**config.mk**
```make
export PLATFORM = sky130hd
export DESIGN_NAME = wb_arbiter_flat
export DESIGN_NICKNAME = d
export VERILOG_FILES = /design/src/rtl/wb_arbiter_pkg.sv /design/src/rtl/wb_arbiter_if.sv /design/src/rtl/wbq_fifo.sv /design/src/rtl/wb_arbiter.sv /design/src/flat_wrapper.sv
export SDC_FILE = /design/constraint.sdc
export NUM_CORES = 1
export LEC_CHECK = 0
export CAP_MARGIN = 0
export CORE_UTILIZATION = 50
export CTS_CLUSTER_SIZE = 20
export DETAILED_ROUTE_END_ITERATION = 12
export HOLD_SLACK_MARGIN = 0.06
export MAX_ROUTING_LAYER = met4
export PLACE_DENSITY = 0.88
export SLEW_MARGIN = 20
export SYNTH_ARGS = -nofsm -noshare
export SYNTH_HDL_FRONTEND = slang
export SYNTH_SLANG_ARGS = --single-unit
```
**constraint.sdc**
```tcl
create_clock -name clk -period 5 [get_ports clk]
set_clock_uncertainty 0.05 [all_clocks]
set_input_delay 1.5 -clock clk [delete_from_list [all_inputs] [get_ports clk]]
set_output_delay 1.5 -clock clk [all_outputs]
set_load 0.02 [all_outputs]
```
**src/rtl/wb_arbiter_pkg.sv**
```systemverilog
// Shared definitions for the register-file write arbiter:
// starvation limit default, FSM encodings, zero-register constant, queue entry.
package wb_arbiter_pkg;

   localparam int STARVE_LIM_DEF = 4;

   localparam logic [4:0] ZERO_REG = 5'd0;

   localparam logic [1:0] ST_IDLE  = 2'd0;
   localparam logic [1:0] ST_WAIT  = 2'd1;
   localparam logic [1:0] ST_FORCE = 2'd2;

   typedef struct packed {
      logic [4:0]  rd;
      logic [31:0] data;
   } wbq_ent_t;

endpackage

```
**src/rtl/wb_arbiter_if.sv**
```systemverilog
// Bus bundle between the WB stage / MDU / hazard unit and the arbiter.
// The slave modport is the arbiter side.
interface wb_arbiter_if;

   logic        pipe_we;
   logic [4:0]  pipe_rd;
   logic [31:0] pipe_data;
   logic        mdu_valid;
   logic [4:0]  mdu_rd;
   logic [31:0] mdu_data;
   logic        mdu_ready;
   logic [4:0]  q_addr;
   logic        q_hit;
   logic        stall;
   logic        rf_we;
   logic [4:0]  rf_wa;
   logic [31:0] rf_wd;

   modport master (
      output pipe_we, pipe_rd, pipe_data,
      output mdu_valid, mdu_rd, mdu_data,
      output q_addr,
      input  mdu_ready, q_hit, stall,
      input  rf_we, rf_wa, rf_wd
   );

   modport slave (
      input  pipe_we, pipe_rd, pipe_data,
      input  mdu_valid, mdu_rd, mdu_data,
      input  q_addr,
      output mdu_ready, q_hit, stall,
      output rf_we, rf_wa, rf_wd
   );

endinterface

```
**src/rtl/wbq_fifo.sv**
```systemverilog
// Two-entry MDU result queue, kept compacted so slot 0 is always the head.
// Supports invalidate-by-rd and a register lookup for the hazard unit.
module wbq_fifo
   import wb_arbiter_pkg::*;
(
   input  logic           clk,
   input  logic           rst,
   input  logic           enq,
   input  wbq_ent_t       enq_ent,
   input  logic           deq,
   input  logic           inv_en,
   input  logic [4:0]     inv_rd,
   input  logic [4:0]     q_addr,
   output logic           q_hit,
   output wbq_ent_t       head,
   output logic           head_inv,
   output logic [1:0]     count,
   output logic           empty_nxt
);

   wbq_ent_t [1:0] ent_q, ent_d;
   logic [1:0]     vld_q, vld_d;

   always_comb begin
      ent_d = ent_q;
      vld_d = vld_q;
      if (deq) begin
         ent_d[0] = ent_q[1];
         vld_d    = {1'b0, vld_q[1]};
      end
      if (inv_en) begin
         for (int i = 0; i < 2; i++) begin
            if (vld_d[i] && ent_d[i].rd == inv_rd) vld_d[i] = 1'b0;
         end
      end
      // close any hole left by invalidation before appending
      if (!vld_d[0]) begin
         ent_d[0] = ent_d[1];
         vld_d    = {1'b0, vld_d[1]};
      end
      if (enq) begin
         if (!vld_d[0]) begin
            ent_d[0] = enq_ent;
            vld_d[0] = 1'b1;
         end else begin
            ent_d[1] = enq_ent;
            vld_d[1] = 1'b1;
         end
      end
   end

   always_ff @(posedge clk or posedge rst) begin
      if (rst) begin
         ent_q <= '0;
         vld_q <= '0;
      end else begin
         ent_q <= ent_d;
         vld_q <= vld_d;
      end
   end

   always_comb begin
      q_hit = 1'b0;
      if (q_addr != ZERO_REG) begin
         for (int i = 0; i < 2; i++) begin
            if (vld_q[i] && ent_q[i].rd == q_addr) q_hit = 1'b1;
         end
      end
   end

   assign head      = ent_q[0];
   assign head_inv  = inv_en && vld_q[0] && ent_q[0].rd == inv_rd;
   assign count     = {1'b0, vld_q[0]} + {1'b0, vld_q[1]};
   assign empty_nxt = ~vld_d[0];

endmodule

```
**src/rtl/wb_arbiter.sv**
```systemverilog
// Owns the single register-file write port, sharing it between the WB
// stage and queued MDU results, with a one-cycle stall on starvation.
module wb_arbiter
   import wb_arbiter_pkg::*;
#(
   parameter int STARVE_LIM = STARVE_LIM_DEF
)(
   input  logic          clk,
   input  logic          rst,
   wb_arbiter_if.slave   bus
);

   localparam logic [2:0] LIM3 = 3'(STARVE_LIM);

   logic [1:0]  state_q, state_d;
   logic [2:0]  age_q, age_d;
   logic        rf_we_q, rf_we_d;
   logic [4:0]  rf_wa_q, rf_wa_d;
   logic [31:0] rf_wd_q, rf_wd_d;

   logic        pipe_v, stall, head_v, mdu_ready, enq;
   logic        gnt_pipe, gnt_head;
   logic        head_inv, empty_nxt, q_hit;
   logic [1:0]  count;
   wbq_ent_t    head, enq_ent;

   assign pipe_v    = bus.pipe_we && bus.pipe_rd != ZERO_REG;
   assign stall     = state_q == ST_FORCE;
   assign head_v    = count != 2'd0;
   assign mdu_ready = count != 2'd2;
   assign enq       = bus.mdu_valid && mdu_ready && bus.mdu_rd != ZERO_REG;
   assign enq_ent   = '{rd: bus.mdu_rd, data: bus.mdu_data};

   wbq_fifo u_fifo (
      .clk       (clk),
      .rst       (rst),
      .enq       (enq),
      .enq_ent   (enq_ent),
      .deq       (gnt_head),
      .inv_en    (gnt_pipe),
      .inv_rd    (bus.pipe_rd),
      .q_addr    (bus.q_addr),
      .q_hit     (q_hit),
      .head      (head),
      .head_inv  (head_inv),
      .count     (count),
      .empty_nxt (empty_nxt)
   );

   always_comb begin
      gnt_pipe = 1'b0;
      gnt_head = 1'b0;
      priority case (1'b1)
         stall:   gnt_head = head_v;
         pipe_v:  gnt_pipe = 1'b1;
         default: gnt_head = head_v;
      endcase
      rf_we_d = gnt_pipe || gnt_head;
      rf_wa_d = '0;
      rf_wd_d = '0;
      if (gnt_pipe) begin
         rf_wa_d = bus.pipe_rd;
         rf_wd_d = bus.pipe_data;
      end else if (gnt_head) begin
         rf_wa_d = head.rd;
         rf_wd_d = head.data;
      end
   end

   always_comb begin
      age_d = age_q;
      if (gnt_head || head_inv) age_d = '0;
      else if (state_q == ST_WAIT && head_v)
         age_d = (age_q >= LIM3) ? LIM3 : age_q + 3'd1;
      state_d = state_q;
      unique case (state_q)
         ST_IDLE:  if (!empty_nxt) state_d = ST_WAIT;
         ST_WAIT: begin
            if (empty_nxt)          state_d = ST_IDLE;
            else if (age_d == LIM3) state_d = ST_FORCE;
         end
         ST_FORCE: state_d = empty_nxt ? ST_IDLE : ST_WAIT;
         default:  state_d = ST_IDLE;
      endcase
   end

   always_ff @(posedge clk or posedge rst) begin
      if (rst) begin
         state_q <= ST_IDLE;
         age_q   <= '0;
         rf_we_q <= 1'b0;
         rf_wa_q <= '0;
         rf_wd_q <= '0;
      end else begin
         state_q <= state_d;
         age_q   <= age_d;
         rf_we_q <= rf_we_d;
         rf_wa_q <= rf_wa_d;
         rf_wd_q <= rf_wd_d;
      end
   end

   assign bus.mdu_ready = mdu_ready;
   assign bus.q_hit     = q_hit;
   assign bus.stall     = stall;
   assign bus.rf_we     = rf_we_q;
   assign bus.rf_wa     = rf_wa_q;
   assign bus.rf_wd     = rf_wd_q;

endmodule
```
**src/flat_wrapper.sv**
```systemverilog
// flat-port wrapper written by rule: the top's interface ports become plain ports
module wb_arbiter_flat import wb_arbiter_pkg::*;
#(
   parameter int STARVE_LIM = STARVE_LIM_DEF
)
  (clk, rst, bus_pipe_we, bus_pipe_rd, bus_pipe_data, bus_mdu_valid, bus_mdu_rd, bus_mdu_data, bus_q_addr, bus_mdu_ready, bus_q_hit, bus_stall, bus_rf_we, bus_rf_wa, bus_rf_wd);
  wb_arbiter_if bus_i ();
  input  logic clk;
  input  logic rst;
  input wire logic [$bits(bus_i.pipe_we)-1:0] bus_pipe_we;
  input wire logic [$bits(bus_i.pipe_rd)-1:0] bus_pipe_rd;
  input wire logic [$bits(bus_i.pipe_data)-1:0] bus_pipe_data;
  input wire logic [$bits(bus_i.mdu_valid)-1:0] bus_mdu_valid;
  input wire logic [$bits(bus_i.mdu_rd)-1:0] bus_mdu_rd;
  input wire logic [$bits(bus_i.mdu_data)-1:0] bus_mdu_data;
  input wire logic [$bits(bus_i.q_addr)-1:0] bus_q_addr;
  output wire logic [$bits(bus_i.mdu_ready)-1:0] bus_mdu_ready;
  output wire logic [$bits(bus_i.q_hit)-1:0] bus_q_hit;
  output wire logic [$bits(bus_i.stall)-1:0] bus_stall;
  output wire logic [$bits(bus_i.rf_we)-1:0] bus_rf_we;
  output wire logic [$bits(bus_i.rf_wa)-1:0] bus_rf_wa;
  output wire logic [$bits(bus_i.rf_wd)-1:0] bus_rf_wd;
  assign bus_i.pipe_we = bus_pipe_we;
  assign bus_i.pipe_rd = bus_pipe_rd;
  assign bus_i.pipe_data = bus_pipe_data;
  assign bus_i.mdu_valid = bus_mdu_valid;
  assign bus_i.mdu_rd = bus_mdu_rd;
  assign bus_i.mdu_data = bus_mdu_data;
  assign bus_i.q_addr = bus_q_addr;
  assign bus_mdu_ready = bus_i.mdu_ready;
  assign bus_q_hit = bus_i.q_hit;
  assign bus_stall = bus_i.stall;
  assign bus_rf_we = bus_i.rf_we;
  assign bus_rf_wa = bus_i.rf_wa;
  assign bus_rf_wd = bus_i.rf_wd;
  wb_arbiter #(.STARVE_LIM(STARVE_LIM)) u_core (.clk(clk), .rst(rst), .bus(bus_i));
endmodule
```
---- After elaboration in Yosys (flattened, before gate mapping) ----
Index checks and enable logic that the tools add are counted.
storage, ports and cells
  register bits after elaboration ......... 119
  bits of input ports ..................... 83
  output and inout port bits .............. 41
operators by class
  $add $sub $neg .......................... 2
  $lt $le $gt $ge ......................... 1
  equality and inequality tests ........... 11
  multiplexer cells ....................... 30
  reduce and logical (&&, ||, !) cells .... 19
operator list
  cell                                                  number
  2-to-1 mux 37 bit                                     4
  2-to-1 mux 32 bit                                     2
  equality test 5 bit                                   5
  nonzero test 5 bit                                    3
  2-to-1 mux 2 bit                                      7
  2-to-1 mux 1 bit                                      11
  logical AND 1 bit                                     10
  2-to-1 mux 5 bit                                      2
  2-to-1 mux 3 bit                                      3
  one-hot mux 2 bit (3 select lines)                    1
  != test 2 bit (second input constant)                 2
  AND reduction 2 bit                                   2
  adder 3 x 1 -> 3 bit (second input constant)          1
  equality test 3 bit (second input constant)           1
  >= comparator 3 bit (second input constant)           1
  != test 3 bit (second input constant)                 1
  adder 1 x 1 -> 2 bit                                  1
  equality test 2 x 1 -> 1 bit (second input constant)  1
  equality test 2 bit (second input constant)           1
  logical NOT 2 bit                                     1
  logical OR 1 bit                                      2
  nonzero test 2 bit                                    1

---- Depth between registers and ports, before layout ----
Gate-level depths: netlist (run 1).
  word-level depth ........................ 14
  mapped depth ............................ 12

---- Hierarchy ----
A second synthesis (run 1) with hierarchy kept.
second synthesis, totals
  cells, all modules ...................... 557
  area, all modules ....................... 5,923.2 µm²
modules (own cells, without submodules)
  module      instances  cells an instance  area an instance (µm²)
  wbq_fifo    1          434                4,212.8
  wb_arbiter  1          123                1,710.4

---- Worst setup path before layout (run 1) ----
Ideal clock, no wire load.
  path kind ............................... input-to-reg
  start point ............................. in bus_pipe_rd[1]
  end point ............................... reg u_core.u_fifo.ent_q[46] (netlist name)
  library setup time ...................... 125 ps
  arrival ................................. 3,785 ps
  required time ........................... 4,825 ps
  slack ................................... 1,040 ps
  stages on the path ...................... 12
  path buffers ............................ 5
  cell sequence ........................... buf_2 > or3_1 > buf_2 > o211a_1 > buf_6 > o21ai_1 > mux2i_1 > nor3_2 > a211oi_2 > buf_6 > buf_6 > mux2_4
on the way
  cells in the longest elaborated chain, start to end .. 11
ends and longest elaborated chain
  item                               line                text
  start, declared                    flat_wrapper.sv:11  input wire logic [$bits(bus_i.pipe_rd)-1:0] bus_pipe_rd;
  nonzero test 5 bit                 wb_arbiter.sv:27    assign pipe_v = bus.pipe_we && bus.pipe_rd != ZERO_REG;
  logical AND 1 bit                  wb_arbiter.sv:27
  2-to-1 mux 1 bit (2 in a row)      wb_arbiter.sv:53    priority case (1'b1)
  2-to-1 mux 37 bit                  wbq_fifo.sv:27      if (deq) begin
  equality test 5 bit                wbq_fifo.sv:33      if (vld_d[i] && ent_d[i].rd == inv_rd) vld_d[i] = 1'b0;
  logical AND 1 bit                  wbq_fifo.sv:33
  2-to-1 mux 1 bit                   wbq_fifo.sv:33
  2-to-1 mux 2 bit (*)               wbq_fifo.sv:31      if (inv_en) begin
  2-to-1 mux 2 bit (*)               wbq_fifo.sv:37      if (!vld_d[0]) begin
  AND reduction 2 bit (no line) (*)  n/a
  end signal, assigned               wbq_fifo.sv:57      ent_q <= ent_d;
  end, declared                      wbq_fifo.sv:21      wbq_ent_t [1:0] ent_q, ent_d;
Mark *: on every way between the ends. The rest lies on a longest branch, timed or not.
A chain may end at the register's enable or synchronous reset.

---- Worst setup path after layout (run 1) ----
  start point ............................. in bus_q_addr[0]
  end point ............................... out bus_q_hit
on the way
  cells in the longest elaborated chain, start to end .. 5
ends and longest elaborated chain
  item                           line                text
  start, declared                flat_wrapper.sv:16  input wire logic [$bits(bus_i.q_addr)-1:0] bus_q_addr;
  equality test 5 bit            wbq_fifo.sv:66      if (vld_q[i] && ent_q[i].rd == q_addr) q_hit = 1'b1;
  logical AND 1 bit              wbq_fifo.sv:66
  2-to-1 mux 1 bit (2 in a row)  wbq_fifo.sv:66
  2-to-1 mux 1 bit (*)           wbq_fifo.sv:64      if (q_addr != ZERO_REG) begin
  end, declared                  flat_wrapper.sv:18  output wire logic [$bits(bus_i.q_hit)-1:0] bus_q_hit;
Marked as above.

==> results by group, run 1 <==
Worst setup path
  – Crit Path Max Fanout: 3
  – CP required: 3.45 ns
  – Critical path type: input pin to output port
  – Worst R2R Setup Slack: 2.02 ns
  – Arrival time worst endpoint: 2.98 ns
  – Reg2reg path depth: 7
  – Worst r2r src: u_core.u_fifo.vld_q[0]
  – Critical Path End Type: output port
  – CP Launch Type: input pin
  – Worst reg2reg endpoint: u_core.u_fifo.ent_q[71]

Place
  – Port bufs: 123
  – DP Worst Slack: 0.109 ns
  – Placed cell area: 6860 µm²
  – DP Wirelength: 9040 µm
  – RD Place Congestion: 0.839

Min path
  – Min-Delay Path Depth: 2
  – HP Class: flip-flop to flip-flop
  – Hold Path End: u_core.bus.rf_wd[5]
  – Hold_sp: u_core.u_fifo.head[5]

Global route
  – Vias in the first global route: 4680
  – Largest net degree at the start of global routing: 69
  – Remaining Overflow, GRT: 0
  – First-pass GRT wire length: 22800 µm
  – Initial antenna violation count: 0
  – Total track usage: 26.9%

Clocking
  – Max Root-Sink Buffers: 2
  – TritonCTS clock tree: yes
  – Worst-Skew Late Latency: 0.51 ns
  – Clock Pin Slew Worst Setup and Hold Paths: 0.06 ns
  – Clock Tree Root: clkbuf_8
  – Clk sinks: 119
  – CTS Hold Buffers Added: 0
  – CTS Buf Count: 17
  – Post-CTS Setup Bufs: 0
  – Htree depth: 4

Layout
  – Area used by multi-input combinational logic: 2320 µm²
  – Most common cell after layout, fill and taps aside: clkdlybuf4s50_1
  – Share of cells above drive strength 1: 14.2%
  – Sequential standard cell area: 2980 µm²
  – Diode count: 0
  – Design area: 7440 µm²
  – Commonest non-fill, non-tap cells in the layout: 122 x clkdlybuf4s50_1, 119 x dfrtp_1, 69 x nand2_1
  – Layout area overhead: 36.2%
  – # nets final: 713
  – FILL cells: 720

Die
  – FP Rows: 37
  – Core region area: 10500 µm²
  – I/O pins: 124
  – Die ar.: 11400 µm²
  – Die width: 107 µm
  – Initial Util: 52.2%
  – Die height: 107 µm

Routing
  – WL/cell: 18.1 µm
  – Total number of vias: 4386
  – DRC: 0
  – Drt pass-1 iters: 5
  – DR iter-0 viols: 221
  – Vias per cell: 5.64
  – Detail Route Antenna Nets: 0
  – Final Routed Wirelength: 14100 µm

Pwr
  – Switching power: 1.60 mW
  – Maximum vdd drop: 331 µV
  – Clock power share: 26.3%
  – Net Sw Frac: 35.3%
  – Combinational Power Share: 36.6%
  – Reg power frac: 37.0%
  – Leak: 3.33 nW
  – Int Pwr: 2.92 mW
  – Pwr/cell area: 606 nW/µm²

Logic synthesis
  – Post-Synthesis Net Count: 588
  – Synth area leaders: dfrtp_1 54%, mux2i_1 7.0%, mux2_4 5.2%, nand2_1 4.7%, a21oi_1 4.0%
  – Main flop type after synthesis: dfrtp_1
  – Flops & latches, synth: 119
  – Synth warnings: 0
  – Mean post-synth cell area: 10.9 µm²
  – Ys async rst share: 100%
  – Sequential-to-total area share from yosys stat: 54.5%
  – Count of cell types in the netlist: 46
  – Synth top area share: 54.5%
  – Top cell type by total area after synthesis: dfrtp_1
  – EDFF count, synth: 0
  – Cells after Synth: 503
  – Synth Cell Area: 5470 µm²

Run status
  – Outcome: completed

Timing
  – PnR worst setup slack: 0.467 ns
  – Minimum clock period: 4.53 ns
  – Fmax: 221 MHz
  – Tcrit/Tclk final: 90.7%
  – Final Hold Vio Count: 0
  – Final setup fails: 0
  – TNS Setup: 0 ns
  – Tightest Pin Transition: 0.843 ns
  – RSZ-0062 raised after global routing: false
  – Worst slew margin: 43.8%
  – Max-slew violation count: 0

Run
  – Max-cap violation count: 0
[worst max-delay path by stage]
| stage | startpoint | to | slack, ns |
|---|---|---|---|
| floorplan | rst | u_core.age_q[0] | 0.29 |
| global placement | bus_q_addr[0] | bus_q_hit | 0.16 |
| detailed placement | bus_q_addr[0] | bus_q_hit | 0.11 |
| CTS | bus_q_addr[0] | bus_q_hit | 0.09 |
| global route | bus_q_addr[0] | bus_q_hit | 0.32 |
| finish | bus_q_addr[0] | bus_q_hit | 0.47 |
[per-layer routing]
layer  GRT usage, %  share of wire (%)  up-vias
met5              -                  0        -
li1               -                  -     1980
met2           45.7                 53      179
met3           5.33                5.0       45
met1           30.3                 39     2182
met4           13.5                3.2        0
[final cells by class]
type,count,share of cell area [%]
clock buffers,17,5.56
clock inverters,15,2.25
inverters,8,0.437
multi-input cells,345,31.1
flip-flops and latches,119,40.0
well taps,136,2.29
repair buffers,137,18.3
[cell families (layout without fill, tap and decap cells)]
family,after synthesis,count (layout),synth area share (%)
flip-flops,119,119,54.5
adder cells (fa/ha/maj),2,2,0.458
AO/OA/AOI/OAI,69,69,7.81
buffers and inverters,39,177,3.73
XOR/XNOR,16,16,2.56
multiplexers,75,75,15.9
AND/OR/NAND/NOR,183,183,15.1
[state kept, by name, summed over array words and instances (netlist names)]
signal,count
u_core.bus.rf_wd,32
u_core.bus.rf_wa,5
u_core.u_fifo.ent_q,37
u_core.bus.rf_we,1
u_core.state_q,2
u_core.u_fifo.vld_q,2
u_core.u_fifo.head,37
u_core.age_q,3
[power groups by stage]
stage / sequential (mW) / combinational [mW] / clock (mW)
2_1_floorplan: 1.71 / 1.02 / 0
3_3_place_gp: 1.64 / 1.54 / 0
3_5_place_dp: 1.67 / 1.61 / 0
4_1_cts: 1.66 / 1.66 / 1.21
5_1_grt: 1.71 / 1.78 / 1.25
6_report: 1.67 / 1.65 / 1.19
[worst max-delay path, stage by stage]
cell,delay [ns]
clkdlybuf4s50_1,0.49
xor2_1,0.18
nor4_1,0.29
nand3_1,0.12
a21oi_1,0.18
dlymetal6s2s_1,0.24
[synth_stat cells, types with 2 or more instances]
cell	number
a22o_1	5
nand2b_1	12
nand4_1	4
o22ai_1	2
nand2_1	69
xor2_1	11
mux2i_1	38
or2_2	2
inv_1	8
dfrtp_1	119
or4_1	4
clkbuf_1	12
nor2_1	44
buf_4	4
ha_1	2
buf_6	4
nor3_1	3
a21oi_1	44
nand3_1	36
mux2_4	19
xnor2_1	5
o31ai_1	3
o21ai_0	3
mux2_2	18
buf_2	10
nor4_1	2
[stage by stage]
step | std cells | power [mW] | hold slack [ns] | utilization (%)
6_report | 777 | 4.51 | 0.443 | 71.1
2_1_floorplan | 503 | 2.72 | 0.383 | -
3_3_place_gp | 745 | 3.18 | 0.398 | 65.6
3_5_place_dp | 745 | 3.28 | 0.417 | 65.6
5_1_grt | 777 | 4.74 | 0.469 | 71.1
4_1_cts | 777 | 4.52 | 0.446 | 71.1
[repair_timing]
action                                  in CTS  in global routing
resized for setup                            0                  1
endpoints found under the setup margin       0                  1
endpoints found under the hold margin        0                  0
(Power assumes the default switching activity.)
==> run 2: changes to the inputs <==
- CAP_MARGIN: 0 -> 5
==> results of run 2 <==
No change in the layout: final DEF, timing and power equal those of run 1.
==> variant 1: new RTL, flow settings as in run 1 <==
Set the package constant `ZERO_REG` to 5'd1 (it was 5'd0).
--- a/src/rtl/wb_arbiter_pkg.sv
+++ b/src/rtl/wb_arbiter_pkg.sv
@@ -5,5 +5,5 @@
    localparam int STARVE_LIM_DEF = 4;
 
-   localparam logic [4:0] ZERO_REG = 5'd0;
+   localparam logic [4:0] ZERO_REG = 5'd1;
 
    localparam logic [1:0] ST_IDLE  = 2'd0;
Function: changed (Yosys sat finds a counterexample within 4 cycles, from zero or initial values and one cycle with rst high).
==> variant 1 against run 1 <==
- sequential cell count did not move
- sequential share of layout area down 0.43 points
- routed wire length is essentially flat
- non-clock buffer count is the same
- cell count is 2.4% higher
- critical path depth did not move
- first-iteration DRC count up 26%
- total power decreased by 1.3%
- worst setup slack gained 0.0064 ns
- synthesized area up 1.7%
- register-to-register slack got worse by 0.21 ns
- cell area increased by 1.1%
- largest cell class unchanged
- largest power group unchanged
- highest routed layer unchanged
==> variant 1: results (changes against run 1) <==
| Metric | Value |
|---|---|
| Multi-input gate count | `358 (+3.8%)` |
| Total track usage | `27.0% (+0.12 points)` |
| Die ar. | `11500 um2 (+1.7%)` |
| Peak supply drop | `0.286 mV (-14%)` |
| DRT Pass-1 Iters | `4 (-1)` |
| N_diodes | `1 (+1)` |
| # fillers | `786 (+9.2%)` |
| Top post-synthesis cells by area | `dfrtp_1, mux2_4, nand2_1` |
| Met1 Track Usage GR | `33.5% (+3.3 points)` |
| Root buf cell | `clkbuf_8` |
| Fraction of area in multi-input gates | `31.9% (+0.74 points)` |
| Data buffer area share | `18.3% (-0.032 points)` |
| Met2 Track Usage GR | `43.4% (-2.3 points)` |
| Initial antenna violation count | `1 (+1)` |
| CLK BUF | `21 (+4)` |
| Status | `completed` |
| Non-CTS inverters | `9 (+1)` |
| M3 GR Usage | `6.66% (+1.3 points)` |
| Met3 routed WL | `744 um (+5.2%)` |
| First-pass GRT wire length | `22.9 mm (+0.64%)` |
| Routed WL | `14.1 mm (about the same)` |
| Pre-CTS WS | `0.0950 ns (-0.0138 ns)` |
| Post-synth top cells | `dfrtp_1, nand2_1, o21ai_0, mux2i_1, mux2_4` |
| Sequential cell count | `119 (unchanged)` |
| Clk cell area share | `7.42% (-0.40 points)` |
| Syn_nets | `602 (+2.4%)` |
| Leak | `3.32 nW (-0.31%)` |
| Largest net degree at the start of global routing | `67 (-2.9%)` |
| Met1 Routed Length | `6.08 mm (+12%)` |
| Nets | `727 (+2.0%)` |
| Placed Cells | `763 (+2.4%)` |
| Vias in the first global route | `4545 (-2.9%)` |
| Layout cells sized above 1 | `14.4% (+0.15 points)` |
| Mapped Cells | `517 (+2.8%)` |
| Vias per cell | `5.46 (-3.3%)` |
| CP peak stage delay | `0.47 ns (-0.02 ns)` |
| Sequential cell area fraction in the yosys report | `53.6% (-0.93 points)` |
| Sequential cell area share | `39.6% (-0.43 points)` |
| RD Place Congestion | `0.820 (-2.3%)` |
| Max-slew headroom | `46.9% (+3.1 points)` |
| Placed instance area | `6960 um2 (+1.5%)` |
| Final HPWL DP | `9.21 mm (+1.8%)` |
| Wire length on met2 | `6.97 mm (-7.0%)` |
| Initial DRC Count | `278 (+26%)` |
==> variant 1: cell count changes in the layout (fill, tap and decap cells not counted), sizes merged, moves of 4 or more <==
| cell | change |
|---|---|
| nor2b | +7 |
| or4 | -4 |
| nand3 | -33 |
| nor2 | -33 |
| o21ai | +73 |
| nand2 | +42 |
| a21oi | -37 |
| nand4 | -4 |
| clkbuf | +4 |
==> variant 1: final timing paths <==
check	startpoint	to	slack, ns	cells past startpoint
setup / recovery	bus_q_addr[0]	bus_q_hit	0.47	6
hold / removal	u_core.u_fifo.head[8]	u_core.u_fifo.head[8]	0.43	2
setup reg to reg	u_core.state_q[0]	u_core.u_fifo.ent_q[40]	1.81	10
hold reg to reg	u_core.u_fifo.head[8]	u_core.u_fifo.head[8]	0.43	2
max in group asynchronous	rst	u_core.bus.rf_wa[2]	2.72	3
min in group asynchronous	rst	u_core.u_fifo.head[17]	1.39	2
==> variant 1: power groups by stage <==
| stage | logic [W] | clock network (W) | registers (W) |
|---|---|---|---|
| after floorplan | 0.00103 | 0 | 0.00169 |
| after global placement | 0.00156 | 0 | 0.00165 |
| after detailed placement | 0.00162 | 0 | 0.00167 |
| after CTS | 0.00165 | 0.00114 | 0.00167 |
| after global routing | 0.00180 | 0.00119 | 0.00172 |
| final | 0.00164 | 0.00113 | 0.00168 |
==> variant 1: cells by family after synthesis <==
family | synth area share [%]
AOI/OAI and AO/OA | 11.3
xor gates and xnor gates | 2.36
adders and majority gates | 0.450
buffers and inverters | 3.47
DFF | 53.6
muxes | 16.4
and+or+nand+nor | 12.5
==> variant 1: stage by stage <==
stage	power, W	util [%]
final	0.00446	69.4
after global routing	0.00471	69.4
after CTS	0.00446	69.4
after detailed placement	0.00329	64.2
after global placement	0.00322	64.2
after floorplan	0.00272	-
==> variant 2: new RTL, settings of run 1 <==
Without the edit above. Reset style: synchronous (`rst`), changed in 2 clocked blocks.
--- a/src/rtl/wbq_fifo.sv
+++ b/src/rtl/wbq_fifo.sv
@@ -50,5 +50,5 @@
    end
 
-   always_ff @(posedge clk or posedge rst) begin
+   always_ff @(posedge clk) begin
       if (rst) begin
          ent_q <= '0;
--- a/src/rtl/wb_arbiter.sv
+++ b/src/rtl/wb_arbiter.sv
@@ -85,5 +85,5 @@
    end
 
-   always_ff @(posedge clk or posedge rst) begin
+   always_ff @(posedge clk) begin
       if (rst) begin
          state_q <= ST_IDLE;
Check against the original RTL: differs if rst is asserted again (counterexample within 4 cycles, from zero or initial values and one cycle with rst high); with rst held inactive, the same outputs for 4 cycles.
==> variant 2 against run 1 <==
- via count grew 4.1%
- cell area shrank 4.7%
- global-route usage is 0.69 points lower
- sequential cell count is the same
- synthesized area fell by 5.8%
- critical path type unchanged
- worst setup slack improved by 0.058 ns
- routed wire length down 5.2%
- critical endpoint unchanged
Power is not compared: it rests on default switching activity, and its combinational part moved more than twofold at a synthesized area within 25%.
==> variant 2: results (changes against run 1) <==
| Metric | Value |
|---|---|
| Reg2reg end | `u_core.u_fifo.ent_q[51]` |
| Routed WL | `13.3 mm (-5.2%)` |
| Largest net degree at the start of global routing | `116 (+68%)` |
| Top post-synthesis cells by area | `dfxtp_1, mux2i_1, nor2_1` |
| Reg-to-reg setup timing slack | `1.75 ns (-0.27 ns)` |
| First-pass GRT wire length | `20.9 mm (-8.4%)` |
| Clock-pin slew on the worst setup and hold paths | `0.06 ns (about the same)` |
| Top FF cell, synth | `dfxtp_1` |
| Placed instance area | `6460 um2 (-5.7%)` |
| Nets | `759 (+6.5%)` |
| Post-synth top cells | `dfxtp_1, nor2_1, mux2i_1, a21oi_1, nand2_1` |
| Wire length on met2 | `6.69 mm (-11%)` |
| CTS Buf Count | `17 (unchanged)` |
| Synth cell types | `43 (-6.5%)` |
| Met3 routed WL | `816 um (+15%)` |
| Worst hold start | `u_core.u_fifo.head[22]` |
| RD Place Congestion | `0.957 (+14%)` |
| RR Startpoint | `u_core.u_fifo.vld_q[0]` |
| Worst Hold End | `u_core.bus.rf_wd[22]` |
| Sequential cell area fraction in the yosys report | `46.3% (-8.2 points)` |
| Initial DRC Count | `252 (+14%)` |
| Max-slew headroom | `42.7% (-1.0 points)` |
| Synth top area share | `46.3% (-8.2 points)` |
| # fillers | `701 (-2.6%)` |
| Final HPWL DP | `8.72 mm (-3.6%)` |
| Max Freq | `223 MHz (+1.3%)` |
| Status | `completed` |
| Placed Cells | `788 (+5.8%)` |
| Met1 Routed Length | `5.50 mm (+1.5%)` |
| Layout cells sized above 1 | `7.57% (-6.6 points)` |
| Initial antenna violation count | `0 (unchanged)` |
| Routed via count | `4564 (+4.1%)` |
| Vias per cell | `5.57 (-1.4%)` |
| Syn_nets | `649 (+10%)` |
| Worst-Skew Late Latency | `0.51 ns (about the same)` |
| Mapped Cells | `564 (+12%)` |
| Arrival @ worst endpoint | `2.92 ns (-0.06 ns)` |
| Reg2reg path depth | `8 (+1)` |
| Async SR Flop Fraction | `0% (-100 points)` |
| Total track usage | `26.2% (-0.69 points)` |
| Vias in the first global route | `4494 (-4.0%)` |
## variant 2: critical path: stages
cell and delay [ns]:
clkdlybuf4s50_1 0.47, xor2_1 0.17, nor4_1 0.28, nand3_1 0.11, a21oi_1 0.16, dlymetal6s2s_1 0.24
## variant 2: what timing repair did
action,4_1_cts,5_1_grt
resized for setup,0,1
buffers inserted,0,0
endpoints found under the setup margin,0,1
## variant 2: worst max-delay path by stage
stage | depth (start not counted) | to | slack, ns | startpoint
6_report | 6 | bus_q_hit | 0.53 | bus_q_addr[0]
5_1_grt | 6 | bus_q_hit | 0.39 | bus_q_addr[0]
4_1_cts | 6 | bus_q_hit | 0.13 | bus_q_addr[0]
3_5_place_dp | 6 | bus_q_hit | 0.14 | bus_q_addr[0]
3_3_place_gp | 6 | bus_q_hit | 0.18 | bus_q_addr[0]
2_1_floorplan | 4 | bus_q_hit | 1.09 | bus_q_addr[0]
## variant 2: metal layers
layer / vias to the layer above / GRT usage, %
met1: 2149 / 29.7
met3: 36 / 6.45
li1: 2192 / -
met2: 187 / 42.8
met5: - / -
met4: 0 / 13.7
## variant 2: layout make-up
cell class	instances	area [um2]	share of cell area, %
Clock buffer	21	449	6.33
Clock inverter	11	173	2.43
Timing Repair Buffer	135	1380	19.4
Sequential cell	119	2380	33.6
Tap cell	133	166	2.35
Inverter	7	26.3	0.370
Multi-Input combinational cell	394	2520	35.5
## variant 2: power breakdown
group	switching [W]	internal (W)	total, W
clock network	0.000433	0.000836	0.00127
registers	0.0000334	0.00100	0.00104
logic	0.000185	0.000172	0.000358
## variant 2: kinds of logic after synthesis
logic type / Yosys count / share of synthesized area (%)
AOI/OAI and AO/OA: 106 / 13.9
buffers and inverters: 51 / 4.98
xor gates and xnor gates: 15 / 2.55
DFF: 119 / 46.3
muxes: 75 / 14.6
and+or+nand+nor: 196 / 17.2
adders and majority gates: 2 / 0.486
## variant 2: per-stage QoR
step / total power (W) / worst slack, ns / hold slack (ns)
5_1_grt: 0.00275 / 0.385 / 0.444
6_report: 0.00266 / 0.525 / 0.424
2_1_floorplan: 0.00125 / 1.09 / 0.398
4_1_cts: 0.00268 / 0.133 / 0.427
3_5_place_dp: 0.00141 / 0.135 / 0.415
3_3_place_gp: 0.00140 / 0.178 / 0.409
